[src/rtl/uart_prog_pkg.sv]
// Shared types and constants for the UART program loader: FSM encoding,
// byte/word geometry and the default end-of-program marker.
package uart_prog_pkg;

  localparam int unsigned BYTE_W         = 8;
  localparam int unsigned WORD_W         = 32;
  localparam int unsigned BYTES_PER_WORD = WORD_W / BYTE_W;
  localparam int unsigned IDX_W          = 2;

  localparam logic [WORD_W-1:0] EOP_WORD_DEF = 32'h0000_0FFF;

  typedef enum logic [1:0] {
    ST_IDLE    = 2'd0,
    ST_COLLECT = 2'd1,
    ST_WRITE   = 2'd2,
    ST_DONE    = 2'd3
  } state_e;

  // Little-endian placement of byte idx into a 32-bit word.
  function automatic logic [WORD_W-1:0] place_byte(input logic [WORD_W-1:0] word,
                                                   input logic [IDX_W-1:0]  idx,
                                                   input logic [BYTE_W-1:0] b);
    logic [WORD_W-1:0] res;
    res = word;
    case (idx)
      2'd0:    res[7:0]   = b;
      2'd1:    res[15:8]  = b;
      2'd2:    res[23:16] = b;
      default: res[31:24] = b;
    endcase
    return res;
  endfunction

endpackage

[src/rtl/uart_prog_skid.sv]
// One-entry byte buffer that absorbs a received byte while the loader is busy
// evaluating or writing a word; reports a push that finds it already full.
module uart_prog_skid
  import uart_prog_pkg::*;
(
  input  logic              clk,
  input  logic              rst_n,
  input  logic              clr,
  input  logic              push,
  input  logic              pop,
  input  logic [BYTE_W-1:0] din,
  output logic              valid,
  output logic [BYTE_W-1:0] dout,
  output logic              ovf_c
);

  // A pop in the same cycle frees the slot, so a simultaneous push is accepted.
  assign ovf_c = push & valid & ~pop & ~clr;

  always_ff @(posedge clk or negedge rst_n) begin
    if (!rst_n) begin
      valid <= 1'b0;
      dout  <= '0;
    end else if (clr) begin
      valid <= 1'b0;
      dout  <= '0;
    end else if (push && (!valid || pop)) begin
      valid <= 1'b1;
      dout  <= din;
    end else if (pop) begin
      valid <= 1'b0;
    end
  end

endmodule

[src/rtl/uart_prog_loader.sv]
// Boot loader: assembles little-endian words from UART bytes, writes them to
// instruction memory at consecutive addresses, and stops on the EOP marker.
module uart_prog_loader
  import uart_prog_pkg::*;
#(
  parameter int unsigned       MEM_WORDS = 1024,
  parameter int unsigned       ADDR_W    = $clog2(MEM_WORDS),
  parameter logic [WORD_W-1:0] EOP_WORD  = EOP_WORD_DEF
) (
  input  logic                      clk_i,
  input  logic                      rst_ni,
  input  logic                      en_i,
  input  logic                      rx_dv_i,
  input  logic [BYTE_W-1:0]         rx_byte_i,
  output logic                      mem_req_o,
  output logic                      mem_we_o,
  output logic [BYTES_PER_WORD-1:0] mem_be_o,
  output logic [ADDR_W-1:0]         mem_addr_o,
  output logic [WORD_W-1:0]         mem_wdata_o,
  input  logic                      mem_gnt_i,
  output logic [ADDR_W:0]           word_cnt_o,
  output logic                      done_o,
  output logic                      overrun_err_o,
  output logic                      full_err_o
);

  state_e              state_q, state_d;
  logic [IDX_W-1:0]    idx_q, idx_d;
  logic [WORD_W-1:0]   shift_q, shift_d;
  logic                word_ready_q, word_ready_d;
  logic                req_q, req_d;
  logic [ADDR_W-1:0]   addr_q, addr_d;
  logic [WORD_W-1:0]   wdata_q, wdata_d;
  logic [ADDR_W:0]     cnt_q, cnt_d;
  logic                done_q, done_d;
  logic                ovr_q, ovr_d;
  logic                full_q, full_d;

  logic                in_collect, in_write, evaluating, grant;
  logic                is_eop, mem_full, clear;
  logic                skid_valid, skid_push, skid_pop, skid_ovf;
  logic [BYTE_W-1:0]   skid_dout, in_byte;
  logic                direct_take, consume;

  assign in_collect = (state_q == ST_COLLECT);
  assign in_write   = (state_q == ST_WRITE);
  assign evaluating = in_collect & word_ready_q;
  assign grant      = in_write & mem_gnt_i;
  assign is_eop     = (shift_q == EOP_WORD);
  assign mem_full   = (cnt_q == (ADDR_W+1)'(MEM_WORDS));
  assign clear      = (state_d == ST_IDLE);

  // Buffered byte takes priority over a new arrival so ordering is preserved.
  assign skid_pop    = in_collect & ~word_ready_q & skid_valid;
  assign direct_take = in_collect & ~word_ready_q & ~skid_valid & rx_dv_i;
  assign skid_push   = rx_dv_i & ((in_collect & (word_ready_q | skid_valid)) | in_write);
  assign consume     = skid_pop | direct_take;
  assign in_byte     = skid_pop ? skid_dout : rx_byte_i;

  uart_prog_skid u_skid (
    .clk   (clk_i),
    .rst_n (rst_ni),
    .clr   (clear),
    .push  (skid_push),
    .pop   (skid_pop),
    .din   (rx_byte_i),
    .valid (skid_valid),
    .dout  (skid_dout),
    .ovf_c (skid_ovf)
  );

  always_ff @(posedge clk_i or negedge rst_ni) begin
    if (!rst_ni) state_q <= ST_IDLE;
    else         state_q <= state_d;
  end

  always_comb begin
    state_d = state_q;
    case (state_q)
      ST_IDLE: begin
        if (en_i) state_d = ST_COLLECT;
      end
      ST_COLLECT: begin
        if (!en_i)                 state_d = ST_IDLE;
        else if (word_ready_q) begin
          if (is_eop || mem_full)  state_d = ST_DONE;
          else                     state_d = ST_WRITE;
        end
      end
      // A pending write always completes before honouring a disable.
      ST_WRITE: begin
        if (mem_gnt_i) state_d = en_i ? ST_COLLECT : ST_IDLE;
      end
      ST_DONE: begin
        if (!en_i) state_d = ST_IDLE;
      end
      default: state_d = ST_IDLE;
    endcase
  end

  always_comb begin
    idx_d        = idx_q;
    shift_d      = shift_q;
    word_ready_d = word_ready_q;
    req_d        = (state_d == ST_WRITE);
    addr_d       = addr_q;
    wdata_d      = wdata_q;
    cnt_d        = cnt_q;
    done_d       = (state_d == ST_DONE);
    ovr_d        = ovr_q;
    full_d       = full_q;

    if (clear) begin
      idx_d        = '0;
      shift_d      = '0;
      word_ready_d = 1'b0;
      req_d        = 1'b0;
      addr_d       = '0;
      wdata_d      = '0;
      cnt_d        = '0;
      done_d       = 1'b0;
      ovr_d        = 1'b0;
      full_d       = 1'b0;
    end else begin
      if (evaluating) begin
        word_ready_d = 1'b0;
        if (!is_eop && mem_full) full_d = 1'b1;
        if (state_d == ST_WRITE) begin
          addr_d  = cnt_q[ADDR_W-1:0];
          wdata_d = shift_q;
        end
      end
      if (consume) begin
        shift_d = place_byte(shift_q, idx_q, in_byte);
        idx_d   = IDX_W'(idx_q + 2'd1);
        if (idx_q == 2'd3) word_ready_d = 1'b1;
      end
      if (grant)    cnt_d = (ADDR_W+1)'(cnt_q + 1'b1);
      if (skid_ovf) ovr_d = 1'b1;
    end
  end

  always_ff @(posedge clk_i or negedge rst_ni) begin
    if (!rst_ni) begin
      idx_q        <= '0;
      shift_q      <= '0;
      word_ready_q <= 1'b0;
      req_q        <= 1'b0;
      addr_q       <= '0;
      wdata_q      <= '0;
      cnt_q        <= '0;
      done_q       <= 1'b0;
      ovr_q        <= 1'b0;
      full_q       <= 1'b0;
    end else begin
      idx_q        <= idx_d;
      shift_q      <= shift_d;
      word_ready_q <= word_ready_d;
      req_q        <= req_d;
      addr_q       <= addr_d;
      wdata_q      <= wdata_d;
      cnt_q        <= cnt_d;
      done_q       <= done_d;
      ovr_q        <= ovr_d;
      full_q       <= full_d;
    end
  end

  assign mem_req_o     = req_q;
  assign mem_we_o      = req_q;
  assign mem_be_o      = {BYTES_PER_WORD{req_q}};
  assign mem_addr_o    = addr_q;
  assign mem_wdata_o   = wdata_q;
  assign word_cnt_o    = cnt_q;
  assign done_o        = done_q;
  assign overrun_err_o = ovr_q;
  assign full_err_o    = full_q;

endmodule
[config.mk]
export PLATFORM = sky130hd
export DESIGN_NAME = uart_prog_loader
export DESIGN_NICKNAME = d
export VERILOG_FILES = /design/src/rtl/uart_prog_pkg.sv /design/src/rtl/uart_prog_skid.sv /design/src/rtl/uart_prog_loader.sv
export SDC_FILE = /design/constraint.sdc
export NUM_CORES = 1
export LEC_CHECK = 0
export ABC_AREA = 1
export BUFFER_PORTS_ARGS = -buffer_cell sky130_fd_sc_hd__buf_2
export CAP_MARGIN = 5
export CORE_MARGIN = 8
export CORE_UTILIZATION = 51
export DETAILED_ROUTE_END_ITERATION = 10
export GPL_TIMING_DRIVEN = 0
export HOLD_SLACK_MARGIN = 0.03
export PLACE_DENSITY_LB_ADDON = 0.2
export RECOVER_POWER = 50
export SLEW_MARGIN = 25
export SYNTH_ARGS = -nofsm -noshare
export SYNTH_HDL_FRONTEND = slang
export SYNTH_SLANG_ARGS = --single-unit
[constraint.sdc]
create_clock -name clk_i -period 1.75 [get_ports clk_i]
set_clock_uncertainty 0.15 [all_clocks]
set_input_delay 0.0875 -clock clk_i [delete_from_list [all_inputs] [get_ports clk_i]]
set_output_delay 0.0875 -clock clk_i [all_outputs]
set_load 0.05 [all_outputs]
Word level (Yosys, flattened, before mapping)
Index checks and enable logic that the tools add are counted.
{ "totals": {"ff_bits": 103, "output_inout_bits": 62} }
{ "classes": {"add_sub_neg": 2, "n_eq_ne": 11, "n_mux": 41, "bitwise": 18, "reduce_logical": 27} }
{ "ops": {"columns": ["operator", "count"], "rows": [
  ["32-bit 2-to-1 mux", 5],
  ["8-bit 2-to-1 mux", 7],
  ["32-bit by 12-bit == test with 1-bit output (second input constant)", 1],
  ["10-bit 2-to-1 mux", 3],
  ["11-bit 2-to-1 mux", 2],
  ["2-bit nonzero test", 10],
  ["1-bit 2-to-1 mux", 16],
  ["2-bit 2-to-1 mux", 7],
  ["2-bit == test (second input constant)", 6],
  ["2-bit AND reduction", 6],
  ["11-bit by 1-bit adder with 11-bit output (second input constant)", 1],
  ["1-bit bitwise AND", 11],
  ["11-bit == test (second input constant)", 1],
  ["2-bit one-hot mux with 4 select lines", 1],
  ["2-bit logical NOT", 3],
  ["2-bit by 1-bit == test with 1-bit output (second input constant)", 2],
  ["1-bit inverter", 4],
  ["1-bit OR", 3],
  ["3-bit nonzero test", 1],
  ["3-bit OR reduction", 1],
  ["2-bit by 1-bit adder with 2-bit output (second input constant)", 1],
  ["1-bit logical AND", 2],
  ["1-bit logical NOT", 2],
  ["1-bit logical OR", 2],
  ["2-bit by 1-bit != test with 1-bit output (second input constant)", 1]
]} }

Depth between registers and ports, before layout
{ "logic_depth": {"ltp_word": 11, "depth_mapped": 14, "mapped_depth_nobuf": 12} }

Cells and area by module
From an unflattened synthesis, not the netlist that was laid out.
{ "unflattened": {"cells_unflattened": 577, "hier_area_um2": 4793.3} }
{ "modules_own_cells": {"columns": ["mod", "instances", "cells_each", "area_each_um2", "seq_area_each_um2"], "rows": [
  ["uart_prog_loader", 1, 535, 4410.5, 2352.3],
  ["uart_prog_skid", 1, 42, 382.9, 225.2]
]} }

Worst setup path before layout
Ideal clock, no wire load.
{ "synth_timing": {"path_type": "register to register", "startpoint": "register cnt_q[0], in the netlist word_cnt_o[0]", "endpoint": "register shift_q[19]", "setup_time_ps": 118, "arrival_time_ps": 1915, "t_required_ps": 1482, "path_slack_ps": -433, "path_stages_with_launch": 15, "n_path_buf": 2, "path_cell_list": "dfrtp_1 inv_1 ha_1 inv_1 nor2_1 nand3_1 nor2_1 nor2_2 nand3_2 nand2_4 nand2_2 buf_6 buf_6 nand3_1 nand2_1"} }
{ "synth_between": {"elab_chain_len": 9, "word_cells_on_any_way": 11} }
{ "synth_rtl": {"columns": ["item", "line", "source"], "rows": [
  ["from (decl)", "uart_prog_loader.sv:34", "logic [ADDR_W:0] cnt_q, cnt_d;"],
  ["from (signal assigned)", "uart_prog_loader.sv:162", "cnt_q <= cnt_d;"],
  ["11-bit == test *", "uart_prog_loader.sv:50", "assign mem_full = (cnt_q == (ADDR_W+1)'(MEM_WORDS));"],
  ["1-bit logical OR *", "uart_prog_loader.sv:86", "if (is_eop || mem_full) state_d = ST_DONE;"],
  ["1-bit 2-to-1 mux *", "uart_prog_loader.sv:86", null],
  ["2-bit 2-to-1 mux *", "uart_prog_loader.sv:85", "else if (word_ready_q) begin"],
  ["2-bit 2-to-1 mux *", "uart_prog_loader.sv:84", "if (!en_i) state_d = ST_IDLE;"],
  ["2-bit one-hot mux with 4 select lines *", "uart_prog_loader.sv:79", "case (state_q)"],
  ["2-bit logical NOT *", "uart_prog_loader.sv:51", "assign clear = (state_d == ST_IDLE);"],
  ["2-bit nonzero test (no source line)", null, null],
  ["2-bit AND reduction (no source line)", null, null],
  ["to (signal assigned)", "uart_prog_loader.sv:157", "shift_q <= shift_d;"],
  ["to (decl)", "uart_prog_loader.sv:29", "logic [WORD_W-1:0] shift_q, shift_d;"]
]} }
Every way passes the cells marked *; elsewhere a longest branch is shown, timed or not.
A chain may end at the register's enable or synchronous reset.

Worst setup path after layout
{ "layout_timing": {"startpoint": "register cnt_q[0], in the netlist word_cnt_o[0]", "endpoint": "register shift_q[20]"} }
Same word-level chain as after synthesis.

==> PnR_summary.wiki <==
{| class="wikitable"
! Metric !! Value
|-
| Die area || 0.0129 mm2
|-
| Clock period minus worst slack || a little over 2 ns
|-
| Die height || approximately 110 um
|-
| Worst vdd ir || 0.385 mV
|-
| Primary FF master, synth || dfrtp_1
|-
| Leading cell types by count after synthesis || nand2_1 (180), dfrtp_1 (103), nand3_1 (95)
|-
| Count of pins over their slew limit || 0
|-
| Startpoint-to-endpoint class of the critical path || register to register
|-
| Non-Filler Cell Area, Final || roughly 0.0066 mm2
|-
| Clock power share || 0.329
|-
| Tightest Hold Check Type || register to register
|-
| First element of the critical path || word_cnt_o[0]
|-
| Largest net degree at the start of global routing || 58
|-
| Cell types occupying the most area after synthesis || dfrtp_1 (53%), nand2_1 (14%), nand3_1 (9.8%), nand4_1 (5.8%), nor2_1 (2.8%)
|-
| Number of antenna repair diodes || 0
|-
| Number of standard cells after synthesis || 573
|-
| Crit path DAT || 2.24 ns
|-
| Total GRT Usage || 0.198
|-
| Total design power || about 4.3 mW
|-
| Post-detailed-route via-to-cell ratio || 5.47
|-
| Transition time at the pin with the least slew margin || approximately 1.2 ns
|-
| FF-to-FF End || shift_q[20]
|-
| Htree depth || 3
|-
| Number of failing setup endpoints in the final timing report || 100
|-
| Number of hold violations in the final report || 0
|-
| Share of power burned in combinational logic || 0.112
|-
| Clock latency reported for the late side of the worst-skew pair || 0.37 ns
|-
| Max transition margin || 0.204
|-
| Residual overflow from global routing || 0
|-
| Run status || complete, but fails checks
|-
| Proportion of register bits with asynchronous set or reset after synthesis || 1.00
|-
| Last element of the critical path || shift_q[20]
|-
| Register-to-register path setup slack || -0.33 ns
|-
| Wirelength, routed || roughly 14000 um
|-
| Startpoint Class || register
|-
| Via count of the first global-routing pass || slightly above 4000
|-
| Internal power || about 3.1 mW
|-
| DRC violation count after routing || 0
|-
| Leakage power summed over all cells || roughly 3.6 nW
|-
| Register area share after synthesis || 0.533
|-
| Initial DRC count || 398
|-
| Worst Hold Margin || roughly 0.32 ns
|-
| Final nets || roughly 720
|-
| Failing checks || negative setup slack
|-
| Power Dens Cells || ~660 mW/mm2
|-
| Placeable core region || 0.00924 mm2
|-
| Number of buffers added on ports || 74
|-
| Max Fanout on Critical Path || 6
|-
| Relative area change from synthesis to final layout || 36.1%
|-
| Ratio of final minimum period to clock period || 1.19
|-
| Worst R2R Path Depth || 14
|-
| Number of iterations in the first detailed-routing pass || 5
|-
| Site Rows || 35
|-
| CTS max path bufs || 2
|-
| Boundary Pins || between 70 and 80
|-
| Detailed-route wire length per cell || ~17 um
|-
| CP Data Required Time || 1.92 ns
|-
| Weighted congestion reported at the end of routability-driven placement || about 0.86
|-
| Cell type with the highest aggregate area in the netlist || dfrtp_1
|-
| Number of different library cells in the post-synthesis netlist || 29
|-
| First-pass GRT wire length || between 20000 and 25000 um
|-
| Synthesized netlist net count || 592
|-
| CTS tree || yes
|-
| Post-Synthesis Mean Instance Area || between 8 and 9 um2
|-
| Initial Util || 0.523
|-
| Post-CTS clock slew at the launch and capture registers of the worst setup and hold paths || 0.11 ns
|-
| Upper clock frequency limit || approximately 0.48 GHz
|-
| Ys Warns || 0
|-
| Antenna violations before repair || 0
|-
| Total clock sinks || 103
|-
| Die Span X || between 100 and 150 um
|-
| Detail Placement HPWL || around 8500 um
|-
| Ratio of cells with drive above 1 in the final layout || 0.349
|-
| Root Buffer || clkbuf_8
|-
| Number of flops mapped to enable cells by yosys || 0
|-
| RSZ-0062 raised after global routing || true
|-
| Total number of vias || approximately 4600
|-
| Instance count along the most critical hold path || 2
|-
| Area share of the largest cell type after synthesis || 0.533
|-
| Setup total negative slack || -21.26 ns
|-
| Register bit total from synthesis || between 100 and 150
|-
| Placed standard-cell area || around 0.0054 mm2
|-
| Part of the power in registers || 0.559
|-
| Most common cell in the synthesized netlist || nand2_1
|-
| Number of buffers inserted during clock tree synthesis || 9
|-
| Util after Layout || 0.713
|-
| Antenna-violating nets left || 0
|-
| Synthesized cell area || a little under 0.005 mm2
|-
| Final setup margin || -0.325 ns
|-
| Endpoint class of the critical path || register
|-
| Switching power || between 1 and 1.5 mW
|-
| Max_cap viols || 0
|-
| R2R Path Start || word_cnt_o[0]
|-
| Switching power as a share of total power || 0.274
|}
## through the flow
stage,std cells,setup slack (ns)
2_1_floorplan,573,-0.207
3_3_place_gp,776,-0.802
3_5_place_dp,777,-0.303
4_1_cts,822,-0.170
5_1_grt,834,-0.421
6_report,834,-0.325
## repair_timing
action	in CTS	in global routing
pin swaps	15	38
hold buffers	12	0
cloned	7	9
endpoints found under the setup margin	101	100
hold endpoints to repair	123	0
resized for setup	43	71
buffers inserted	10	3
## power by group through the flow
stage               Sequential, mW  Combinational [mW]  Clock, mW
floorplan                     2.46               0.161          0
global placement              2.46               0.271          0
detailed placement            2.47               0.287          0
CTS                           2.42               0.371       1.44
global route                  2.42               0.516       1.54
finish                        2.42               0.484       1.43
## cell families (layout without fill, tap and decap cells)
family          Yosys count  in the layout  share of synthesized area
compound gates           13             13                     0.0168
xor+xnor                  7              7                     0.0127
fa+ha+maj                 6              6                     0.0155
buf+inv                  75            207                     0.0768
flops                   103            103                      0.533
simple gates            369            369                      0.345
## layout by cell type, fill, tap and decap left out, types with 2 or more instances in the layout
master,count
nand2_2,20
a21oi_2,3
buf_12,2
xor2_1,6
inv_2,8
nand3_1,52
buf_8,9
nand2_1,162
clkbuf_4,2
nand4_1,45
clkinv_2,4
nor2_4,3
buf_2,75
clkbuf_2,2
ha_1,5
a21oi_1,2
clkbuf_8,9
inv_1,30
inv_6,2
dfrtp_1,101
dlygate4sd3_1,12
clkbuf_1,6
nor2_1,28
dfrtp_2,2
buf_6,8
buf_4,20
buf_16,3
inv_4,2
o21ai_0,3
nor2_2,10
clkbuf_16,9
nand3_2,44
## state kept, by name, summed over array words and instances, names as in the netlist
signal / count
word_cnt_o: 11
overrun_err_o: 1
state_q: 2
word_ready_q: 1
full_err_o: 1
done_o: 1
shift_q: 32
u_skid.dout: 8
mem_wdata_o: 32
idx_q: 2
mem_req_o: 1
u_skid.valid: 1
mem_addr_o: 10
## routing by layer
layer	wire (um)	vias up	GRT usage	part of all wire
li1	-	2140	-	-
met1	6020	2183	0.274	0.43
met2	6530	206	0.307	0.47
met3	1080	30	0.0417	0.078
met4	280	0	0.0551	0.020
met5	0	-	0	0
## worst min path at each step
| stage | start | endpoint | slack [ns] |
|---|---|---|---|
| 6_report | mem_addr_o[0] | mem_addr_o[0] | 0.32 |
| 2_1_floorplan | rst_ni | done_o | -0.36 |
| 3_3_place_gp | rx_byte_i[1] | u_skid.dout[1] | 0.19 |
| 4_1_cts | rst_ni | word_cnt_o[10] | 0.06 |
| 5_1_grt | rx_byte_i[6] | u_skid.dout[6] | 0.35 |
| 3_5_place_dp | rst_ni | word_cnt_o[10] | -0.10 |
## critical path, stage by stage (launching register included)
cell and delay (ns):
dfrtp_2 0.43, inv_2 0.07, ha_4 0.11, inv_2 0.03
nor2_2 0.09, nand3_1 0.09, nor2_2 0.18, nor2_2 0.06
nand3_2 0.08, nand2_4 0.10, nand2_8 0.12, clkbuf_16 0.17
clkbuf_16 0.14, nand3_1 0.10, nand2_1 0.10
## layout make-up
class / count / area (um2)
plain buffers: 33 / 317
clock buffers: 9 / 124
flip-flops and latches: 103 / 2580
fillers: 692 / 2660
repair buffers: 116 / 953
inverters: 42 / 165
clock inverters: 7 / 55.1
well taps: 129 / 161
multi-input cells: 395 / 2230
No activity file was read; power rests on OpenSTA's default activity.
